$ cat config.mk
export PLATFORM = sky130hd
export DESIGN_NAME = ysyx_22041412_lsu
export DESIGN_NICKNAME = d
export VERILOG_FILES = /design/src/rtl/ysyx_22041412_lsu.sv
export SDC_FILE = /design/constraint.sdc
export NUM_CORES = 1
export LEC_CHECK = 0
export CORE_AREA = 5 5 256 258
export CTS_BUF_LIST = sky130_fd_sc_hd__clkbuf_16
export DETAILED_ROUTE_END_ITERATION = 12
export DIE_AREA = 0 0 261 263
export PLACE_DENSITY = 0.59
export SYNTH_ARGS = -nofsm -noshare
export SYNTH_HDL_FRONTEND = slang
export SYNTH_SLANG_ARGS = --single-unit
export TNS_END_PERCENT = 50
$ cat constraint.sdc
create_clock -name clk -period 2.1 [get_ports clk]
set_clock_uncertainty 0.05 [all_clocks]
set_input_delay 0.42 -clock clk [delete_from_list [all_inputs] [get_ports clk]]
set_output_delay 0.42 -clock clk [all_outputs]
set_load 0.1 [all_outputs]
$ cat src/rtl/ysyx_22041412_lsu.sv
// ysyx_22041412_lsu -- load/store unit in the MEM stage, in front of the data cache.
//
// Takes one memory op at a time from EX and checks its width code and alignment.
// A legal op becomes a cache request that is held until the cache pulses dc_ready.
// The load data is then zero- or sign-extended and handed to WB.
// An illegal or misaligned op produces a one-cycle exception pulse and never reaches the cache.
// The unit also keeps load, store and stall counters, plus a sticky watchdog on cache response time.
//
// Ports:
//   clk, rst                  clock, synchronous active-high reset
//   ex_valid / ex_ready       op handshake from EX (ex_ready high only in IDLE)
//   ex_is_store, ex_funct3    op kind and RV64 width/sign code
//   ex_addr, ex_wdata, ex_rd  effective address, store data (LSB-aligned), load destination
//   dc_valid .. dc_size       cache request, held stable while waiting
//   dc_rdata, dc_ready        cache load data (LSB-aligned) and one-cycle completion pulse
//   wb_valid / wb_ready       result handshake to WB; wb_we, wb_rd, wb_data carry the result
//   exc_valid, exc_cause,     one-cycle fault pulse
//   exc_addr                    cause: 0 load misalign, 1 store misalign, 2 illegal funct3
//   lsu_timeout               sticky watchdog flag
//   ld_cnt, st_cnt, stall_cnt performance counters (wrap modulo 2^CNT_W)

module ysyx_22041412_lsu #(
  parameter int TIMEOUT = 4096,
  parameter int CNT_W   = 64
) (
  input  logic             clk,
  input  logic             rst,
  input  logic             ex_valid,
  output logic             ex_ready,
  input  logic             ex_is_store,
  input  logic [2:0]       ex_funct3,
  input  logic [31:0]      ex_addr,
  input  logic [63:0]      ex_wdata,
  input  logic [4:0]       ex_rd,
  output logic             dc_valid,
  output logic             dc_rw_en,
  output logic [31:0]      dc_addr,
  output logic [63:0]      dc_wdata,
  output logic [2:0]       dc_size,
  input  logic [63:0]      dc_rdata,
  input  logic             dc_ready,
  output logic             wb_valid,
  input  logic             wb_ready,
  output logic             wb_we,
  output logic [4:0]       wb_rd,
  output logic [63:0]      wb_data,
  output logic             exc_valid,
  output logic [1:0]       exc_cause,
  output logic [31:0]      exc_addr,
  output logic             lsu_timeout,
  output logic [CNT_W-1:0] ld_cnt,
  output logic [CNT_W-1:0] st_cnt,
  output logic [CNT_W-1:0] stall_cnt
);

  localparam int DATA_W = 64;
  localparam int WD_W   = $clog2(TIMEOUT + 1);

  typedef enum logic [1:0] {S_IDLE, S_REQ, S_WB, S_FAULT} state_t;

  state_t state, state_nxt;

  // Op captured at accept; these drive the cache request for its whole lifetime.
  logic [31:0]       addr_p0;
  logic [DATA_W-1:0] wdata_p0;
  logic [4:0]        rd_p0;
  logic [2:0]        funct3_p0;
  logic              store_p0;

  logic [WD_W-1:0]   wd_cnt;
  logic              illegal;
  logic              misalign;

  function automatic logic [DATA_W-1:0] load_ext(input logic [2:0] f3,
                                                 input logic [DATA_W-1:0] raw);
    logic signed [7:0]  b;
    logic signed [15:0] h;
    logic signed [31:0] w;
    b = raw[7:0];
    h = raw[15:0];
    w = raw[31:0];
    case (f3)
      3'b000:  load_ext = DATA_W'(b);
      3'b001:  load_ext = DATA_W'(h);
      3'b010:  load_ext = DATA_W'(w);
      3'b100:  load_ext = {{(DATA_W-8){1'b0}},  raw[7:0]};
      3'b101:  load_ext = {{(DATA_W-16){1'b0}}, raw[15:0]};
      3'b110:  load_ext = {{(DATA_W-32){1'b0}}, raw[31:0]};
      default: load_ext = raw;
    endcase
  endfunction

  // Decode of the op presented by EX: an unsigned width (bit 2) only exists for loads narrower than 64 bits.
  always_comb begin
    illegal = ex_is_store ? ex_funct3[2] : (ex_funct3 == 3'b111);
    case (ex_funct3[1:0])
      2'b00:   misalign = 1'b0;
      2'b01:   misalign = ex_addr[0];
      2'b10:   misalign = |ex_addr[1:0];
      default: misalign = |ex_addr[2:0];
    endcase
  end

  always_comb begin
    state_nxt = state;
    case (state)
      S_IDLE:  if (ex_valid) state_nxt = (illegal || misalign) ? S_FAULT : S_REQ;
      S_REQ:   if (dc_ready) state_nxt = S_WB;
      S_WB:    if (wb_ready) state_nxt = S_IDLE;
      S_FAULT: state_nxt = S_IDLE;
      default: state_nxt = S_IDLE;
    endcase
  end

  assign ex_ready  = (state == S_IDLE);
  assign dc_valid  = (state == S_REQ);
  assign wb_valid  = (state == S_WB);
  assign exc_valid = (state == S_FAULT);
  assign dc_rw_en  = store_p0;
  assign dc_addr   = addr_p0;
  assign dc_wdata  = wdata_p0;
  // bytes-1 from the width code: 00->0, 01->1, 10->3, 11->7
  assign dc_size   = {funct3_p0[1] & funct3_p0[0], funct3_p0[1], funct3_p0[1] | funct3_p0[0]};

  always_ff @(posedge clk) begin
    if (rst) begin
      state       <= S_IDLE;
      addr_p0     <= '0;
      wdata_p0    <= '0;
      rd_p0       <= '0;
      funct3_p0   <= '0;
      store_p0    <= 1'b0;
      wb_we       <= 1'b0;
      wb_rd       <= '0;
      wb_data     <= '0;
      exc_cause   <= '0;
      exc_addr    <= '0;
      wd_cnt      <= '0;
      lsu_timeout <= 1'b0;
      ld_cnt      <= '0;
      st_cnt      <= '0;
      stall_cnt   <= '0;
    end else begin
      state <= state_nxt;
      case (state)
        // accept stage: capture op, arm watchdog, record any fault
        S_IDLE: begin
          if (ex_valid) begin
            addr_p0   <= ex_addr;
            wdata_p0  <= ex_wdata;
            rd_p0     <= ex_rd;
            funct3_p0 <= ex_funct3;
            store_p0  <= ex_is_store;
            wd_cnt    <= '0;
            if (illegal || misalign) begin
              exc_cause <= illegal ? 2'd2 : (ex_is_store ? 2'd1 : 2'd0);
              exc_addr  <= ex_addr;
            end
          end
        end
        // request stage: wait for the cache, build the WB result on completion
        S_REQ: begin
          if (dc_ready) begin
            wb_we   <= ~store_p0;
            wb_rd   <= rd_p0;
            wb_data <= store_p0 ? '0 : load_ext(funct3_p0, dc_rdata);
            if (store_p0) st_cnt <= st_cnt + CNT_W'(1);
            else          ld_cnt <= ld_cnt + CNT_W'(1);
          end else begin
            stall_cnt <= stall_cnt + CNT_W'(1);
            wd_cnt    <= wd_cnt + WD_W'(1);
            // The flag is sticky, so a later watchdog wrap is harmless.
            if (wd_cnt + WD_W'(1) == WD_W'(TIMEOUT)) lsu_timeout <= 1'b1;
          end
        end
        default: ;
      endcase
    end
  end

endmodule

==> impl_metrics.tcl, run 1 <==
set metrics [dict create \
    sort_of_element_at_the_end_of_the_critical_path "flop" \
    numCtsBuffers 48 \
    globalplace.congestion 0.861 \
    ios 575 \
    stdcell_count 3775 \
    synthesis.yosys.warnings 0 \
    numPortBuffers 574 \
    overall_routed_net_length_um 68400 \
    initialDrtViolationCount 1107 \
    hold_viol_final 0 \
    synth_cell_types 56 \
    groute.usage.overall 0.187 \
    synth.avg_cell_area_um2 8.02 \
    achievable-frequency_mhz 447 \
    grt_first_pass_wirelength_um 105000 \
    timing.max_slew.rel_slack 0.345 \
    status "finished, violations left" \
    detailed_placement_hpwl_um 50200 \
    ys_seq_elements 417 \
    worstReg2RegStart "st_cnt[47]" \
    p_leak_nw 10.6 \
    max-vdd-ir-drop_mv 0.585 \
    postSynth.asyncResetShare 0 \
    clock_path_buffers 3 \
    routedWlPerCell_um 18.1 \
    dieArea_um2 68600 \
    setup-violations-final 25 \
    post_route_cells_drive_above_1_share 0.328 \
    maxSlewViolCount 0 \
    chipWidth_um 261 \
    grt_setup_unrepaired "yes" \
    antenna_found_initial 1 \
    synthToLayoutAreaGrowth_pct 56.1 \
    mappedNetlistArea_um2 17400 \
    layout_commonest_cell "sky130_fd_sc_hd__buf_4" \
    post-layout-total-power_mw 19.9 \
    worstPathRequired_ns 2.53 \
    dpl.cell_count 3654 \
    die_height_um 263 \
    global_route.overflow_total 0 \
    layout_setup_ws_ns -0.138 \
    synth_top_flop_cell "sky130_fd_sc_hd__dfxtp_1" \
    synthesized_netlist_net_count 2347 \
    syn-instance-count 2169 \
    grt_start_max_net_pins 163 \
    layout.filler_cells 6213 \
    core-area_um2 62700 \
    critPathMaxFanout 5 \
    synth_sequential_area_ratio 0.480 \
    drt-vias-per-instance 4.95 \
    clock_insertion_delay_worst_skew_ns 0.58 \
    detailroute.via_count 18690 \
    antenna_violating_nets_post_route 0 \
    worst_hold_class "in -> reg" \
    initial_utilization 0.277 \
    first_global_vias 18540 \
    cp-start-kind "flop" \
    clkSinkCount 417 \
    root_buffer "sky130_fd_sc_hd__clkbuf_16" \
    tightestPinTransition_ns 0.983 \
    timing.hold.worst.start "rst" \
    worstSetupPathType "reg -> reg" \
    final_non_filler_cell_area_um2 27200 \
    failed_checks "setup timing" \
    clkTransAtPathRegs_ns 0.06 \
    fraction_of_the_cycle_the_final_worst_path_needs 1.07 \
    nets 3070 \
    cts_hold_repair.buffers 0 \
    worst_setup_path_startpoint "st_cnt[47]" \
    drc 0 \
    cp.arrival_ns 2.67 \
    synth_enable_flop_cells 0 \
    placed_cell_area_um2 25000 \
    most-common-layout-cells "sky130_fd_sc_hd__buf_4 (584), sky130_fd_sc_hd__nand2_1 (413), sky130_fd_sc_hd__a21oi_1 (336), sky130_fd_sc_hd__dfxtp_1 (244), sky130_fd_sc_hd__clkdlybuf4s50_1 (171)" \
    fin_hold_ws_ns 0.106 \
    tritoncts "built" \
    htreeDepth 2 \
    number_of_cell_rows 92 \
    first_pass_iters 8 \
    maxCapViolCount 0 \
    period_minus_slack_ns 2.24 \
    cellPowerDensity_nw_per_um2 734 \
]
==> layer usage <==
metal	share of wire	up-vias	wire length, um	track usage
li1	-	9063	-	-
met1	0.41	8878	27700	0.228
met2	0.48	610	33000	0.321
met3	0.076	139	5210	0.0503
met4	0.036	0	2490	0.0624
met5	0	-	0	0
==> worst max-delay path: stages (launching register included) <==
cell and delay (ns):
sky130_fd_sc_hd__dfxtp_4 0.34, sky130_fd_sc_hd__nand4_1 0.14, sky130_fd_sc_hd__or4_4 0.55, sky130_fd_sc_hd__or4_4 0.49
sky130_fd_sc_hd__or4_4 0.43, sky130_fd_sc_hd__a21oi_1 0.14
==> where the power goes <==
part	switching (mW)	leakage (nW)	internal [mW]	total, mW
Combinational	2.73	6.31	0.994	3.72
Clock	3.43	0.781	4.62	8.04
Sequential	0.150	3.50	8.03	8.18
Total	6.30	10.6	13.6	19.9
==> flip-flops by register name, indices dropped and copies added (netlist names) <==
register     count
lsu_timeout      1
ld_cnt          64
rd_p0            5
wb_rd            5
stall_cnt       64
wd_cnt          13
wb_we            1
exc_addr        32
wb_data         64
dc_addr         32
state            2
dc_wdata        64
dc_rw_en         1
exc_cause        2
st_cnt          64
funct3_p0        3
==> cell usage after synthesis (25+ instances only) <==
cell type | count | area [um2]
sky130_fd_sc_hd__a21oi_1 | 344 | 1720
sky130_fd_sc_hd__o31ai_1 | 33 | 248
sky130_fd_sc_hd__xor2_1 | 73 | 639
sky130_fd_sc_hd__o21ai_0 | 96 | 480
sky130_fd_sc_hd__nor2_1 | 172 | 646
sky130_fd_sc_hd__nand3_1 | 74 | 370
sky130_fd_sc_hd__nand2_1 | 417 | 1570
sky130_fd_sc_hd__inv_1 | 30 | 113
sky130_fd_sc_hd__nand4_1 | 86 | 538
sky130_fd_sc_hd__dfxtp_1 | 417 | 8350
sky130_fd_sc_hd__or3_1 | 56 | 350
sky130_fd_sc_hd__or4_1 | 38 | 285
sky130_fd_sc_hd__xnor2_1 | 25 | 219
sky130_fd_sc_hd__clkbuf_1 | 116 | 435
==> layout make-up <==
type                            instances  area [um2]  share of cell area
Tap cell                              846        1060              0.0390
Clock inverter                         33         176             0.00650
Antenna cell                            1        2.50           0.0000921
Timing Repair Buffer                  807        6860               0.252
Sequential cell                       417        8840               0.325
Multi-Input combinational cell       1588        8790               0.324
Inverter                               30         113             0.00415
Clock buffer                           53        1330              0.0488
==> repair_timing <==
action                     in CTS  in global routing
gates resized for setup        51                 52
setup buffers                  19                 13
pin swaps                      30                 27
gates cloned                    3                  1
setup endpoints to repair      88                 85
==> path summary, 6_finish.rpt <==
kind / end / slack [ns] / depth (start not counted)
worst max-delay path: st_cnt[61] / -0.14 / 5
worst min-delay path: stall_cnt[26] / 0.11 / 2
worst max register to register: st_cnt[61] / -0.14 / 5
worst min register to register: wb_rd[3] / 0.40 / 2
==> cell families after synthesis <==
| kind of cell | Yosys count | synth area share |
|---|---|---|
| flops | 417 | 0.480 |
| fa+ha+maj | 4 | 0.00288 |
| compound gates | 495 | 0.151 |
| mux | 2 | 0.00122 |
| simple gates | 988 | 0.278 |
| buf+inv | 165 | 0.0380 |
| xor+xnor | 98 | 0.0493 |
==> metrics by stage <==
step,TNS [ns],util,setup WS [ns]
global placement,-104.04,0.399,-0.765
floorplan,-11.60,-,-0.333
detailed placement,-112.08,0.399,-0.794
global route,-5.83,0.433,-0.181
CTS,-1.71,0.428,-0.117
finish,-1.60,0.433,-0.138
Power figures use the tool's default switching activity.
==> run 2: changes to the inputs <==
--- a/config.mk
+++ b/config.mk
@@ -5,11 +5,12 @@
 export SDC_FILE = /design/constraint.sdc
 export NUM_CORES = 1
 export LEC_CHECK = 0
-export CORE_AREA = 5 5 256 258
+export CORE_AREA = 5 5 222 224
 export CTS_BUF_LIST = sky130_fd_sc_hd__clkbuf_16
 export DETAILED_ROUTE_END_ITERATION = 12
-export DIE_AREA = 0 0 261 263
-export PLACE_DENSITY = 0.59
+export DIE_AREA = 0 0 227 229
+export MAX_ROUTING_LAYER = met4
+export PLACE_DENSITY = 0.74
 export SYNTH_ARGS = -nofsm -noshare
 export SYNTH_HDL_FRONTEND = slang
 export SYNTH_SLANG_ARGS = --single-unit
==> impl_metrics.tcl, run 2 (same netlist as run 1, synthesis figures left out) <==
set metrics [dict create \
    reg2reg_to "ld_cnt[50]" \
    layout_commonest_cell "sky130_fd_sc_hd__buf_4" \
    antenna_violating_nets_post_route 0 \
    p_leak_nw 10.5 \
    routedWlPerCell_um 18.4 \
    sort_of_element_at_the_end_of_the_critical_path "flop" \
    grt_setup_unrepaired "yes" \
    groute.usage.overall 0.238 \
    clkSinkCount 417 \
    period_minus_slack_ns 2.28 \
    area.sequential_um2 8840 \
    initialDrtViolationCount 1279 \
    finalCoreUtilization 0.570 \
    worst_setup_path_startpoint "ld_cnt[18]" \
    cp.arrival_ns 2.73 \
    crit_path_end "ld_cnt[50]" \
    most-common-layout-cells "sky130_fd_sc_hd__buf_4 (559), sky130_fd_sc_hd__nand2_1 (412), sky130_fd_sc_hd__a21oi_1 (334), sky130_fd_sc_hd__dfxtp_1 (244), sky130_fd_sc_hd__clkdlybuf4s50_1 (171)" \
    globalplace.congestion 0.930 \
    dieArea_um2 52000 \
    htreeDepth 2 \
    maxCapViolCount 0 \
    numCtsBuffers 47 \
    clock_insertion_delay_worst_skew_ns 0.58 \
    ios 575 \
    first_global_vias 17966 \
    cts_hold_repair.buffers 0 \
    global_route.overflow_total 0 \
    final_non_filler_cell_area_um2 26900 \
    nets 3049 \
    clock_path_buffers 3 \
    drt-vias-per-instance 5.34 \
    worstSetupPathType "reg -> reg" \
    layout.filler_cells 4115 \
    clkTransAtPathRegs_ns 0.06 \
    core-area_um2 47100 \
    overall_routed_net_length_um 64800 \
    root_buffer "sky130_fd_sc_hd__clkbuf_16" \
    drc 0 \
    detailed_placement_hpwl_um 47300 \
    initial_utilization 0.369 \
    failed_checks "setup timing" \
    setup-violations-final 31 \
    tritoncts "built" \
    critPathMaxFanout 6 \
    grt_first_pass_wirelength_um 97800 \
    timing.max_slew.rel_slack 0.415 \
    maxSlewViolCount 0 \
    first_pass_iters 5 \
    numPortBuffers 574 \
    rrSetupSlack_ns -0.18 \
    placed_cell_area_um2 24600 \
    cellPowerDensity_nw_per_um2 744 \
    max-vdd-ir-drop_mv 0.765 \
    die_height_um 229 \
    detailroute.via_count 18810 \
    grt_start_max_net_pins 175 \
    status "finished, violations left" \
    worst_hold_class "in -> reg" \
    worstReg2RegStart "ld_cnt[18]" \
    antenna_found_initial 1 \
    worstPathRequired_ns 2.55 \
    cp-start-kind "flop" \
    achievable-frequency_mhz 438 \
    number_of_cell_rows 80 \
    hold_viol_final 0 \
    post_route_cells_drive_above_1_share 0.332 \
    fraction_of_the_cycle_the_final_worst_path_needs 1.09 \
    chipWidth_um 227 \
    synthToLayoutAreaGrowth_pct 54.5 \
    layout_setup_ws_ns -0.183 \
    area_occupied_by_multi_input_gates_um2 8890 \
    reg2reg_depth 8 \
    tightestPinTransition_ns 0.877 \
]
## run 2: worst max-delay path: stages (launching register included)
cell                      delay, ns
sky130_fd_sc_hd__dfxtp_4       0.37
sky130_fd_sc_hd__nand4_1       0.19
sky130_fd_sc_hd__buf_4         0.21
sky130_fd_sc_hd__nor3_1        0.26
sky130_fd_sc_hd__nand4_1       0.18
sky130_fd_sc_hd__buf_4         0.19
sky130_fd_sc_hd__buf_6         0.13
sky130_fd_sc_hd__or4_4         0.48
sky130_fd_sc_hd__a21oi_2       0.15
## run 2: where the power goes
group          switching [mW]  internal [mW]  leakage [nW]
logic                    2.71           1.01          6.26
clock network            3.47           4.62         0.768
registers               0.155           8.03          3.50
total                    6.33           13.7          10.5
## run 2: worst min-delay path by stage
stage	slack [ns]	end	startpoint	cells after the start
3_3_place_gp	0.39	wb_data[61]	wb_data[61]	2
4_1_cts	0.02	stall_cnt[51]	rst	2
5_1_grt	0.02	stall_cnt[63]	rst	2
6_report	0.04	stall_cnt[63]	rst	2
2_1_floorplan	0.38	wb_rd[1]	rd_p0[1]	2
3_5_place_dp	0.40	wb_data[61]	wb_data[61]	2
## run 2: per-layer routing
metal / track usage / wire length, um / up-vias / share of wire
met5: - / 0 / - / 0
met4: 0.0985 / 2840 / 0 / 0.044
met3: 0.0583 / 5380 / 157 / 0.083
met2: 0.395 / 31700 / 699 / 0.49
met1: 0.274 / 24800 / 8951 / 0.38
li1: - / - / 9003 / -
## run 2: cell type report
type | count | area share
flip-flops and latches | 417 | 0.329
diodes | 1 | 0.0000931
well taps | 615 | 0.0286
multi-input cells | 1588 | 0.331
repair buffers | 787 | 0.251
clock inverters | 38 | 0.0105
clock buffers | 49 | 0.0456
inverters | 30 | 0.00419
## run 2: what timing repair did
action | 4_1_cts | 5_1_grt
pin swaps | 33 | 40
gates resized for setup | 50 | 80
gates cloned | 4 | 2
setup buffers | 14 | 12
endpoints found under the setup margin | 126 | 99
## run 2: per-stage QoR
| stage | hold WS [ns] | power (mW) | worst slack [ns] | TNS, ns | cells |
|---|---|---|---|---|---|
| after floorplan | 0.380 | 10.8 | -0.333 | -11.60 | 2169 |
| after detailed placement | 0.396 | 12.0 | -0.824 | -102.75 | 3406 |
| after global placement | 0.389 | 12.0 | -0.767 | -94.95 | 3406 |
| after CTS | 0.0157 | 20.2 | -0.115 | -1.44 | 3510 |
| after global routing | 0.0167 | 20.7 | -0.297 | -7.79 | 3525 |
| final | 0.0375 | 20.0 | -0.183 | -2.24 | 3525 |
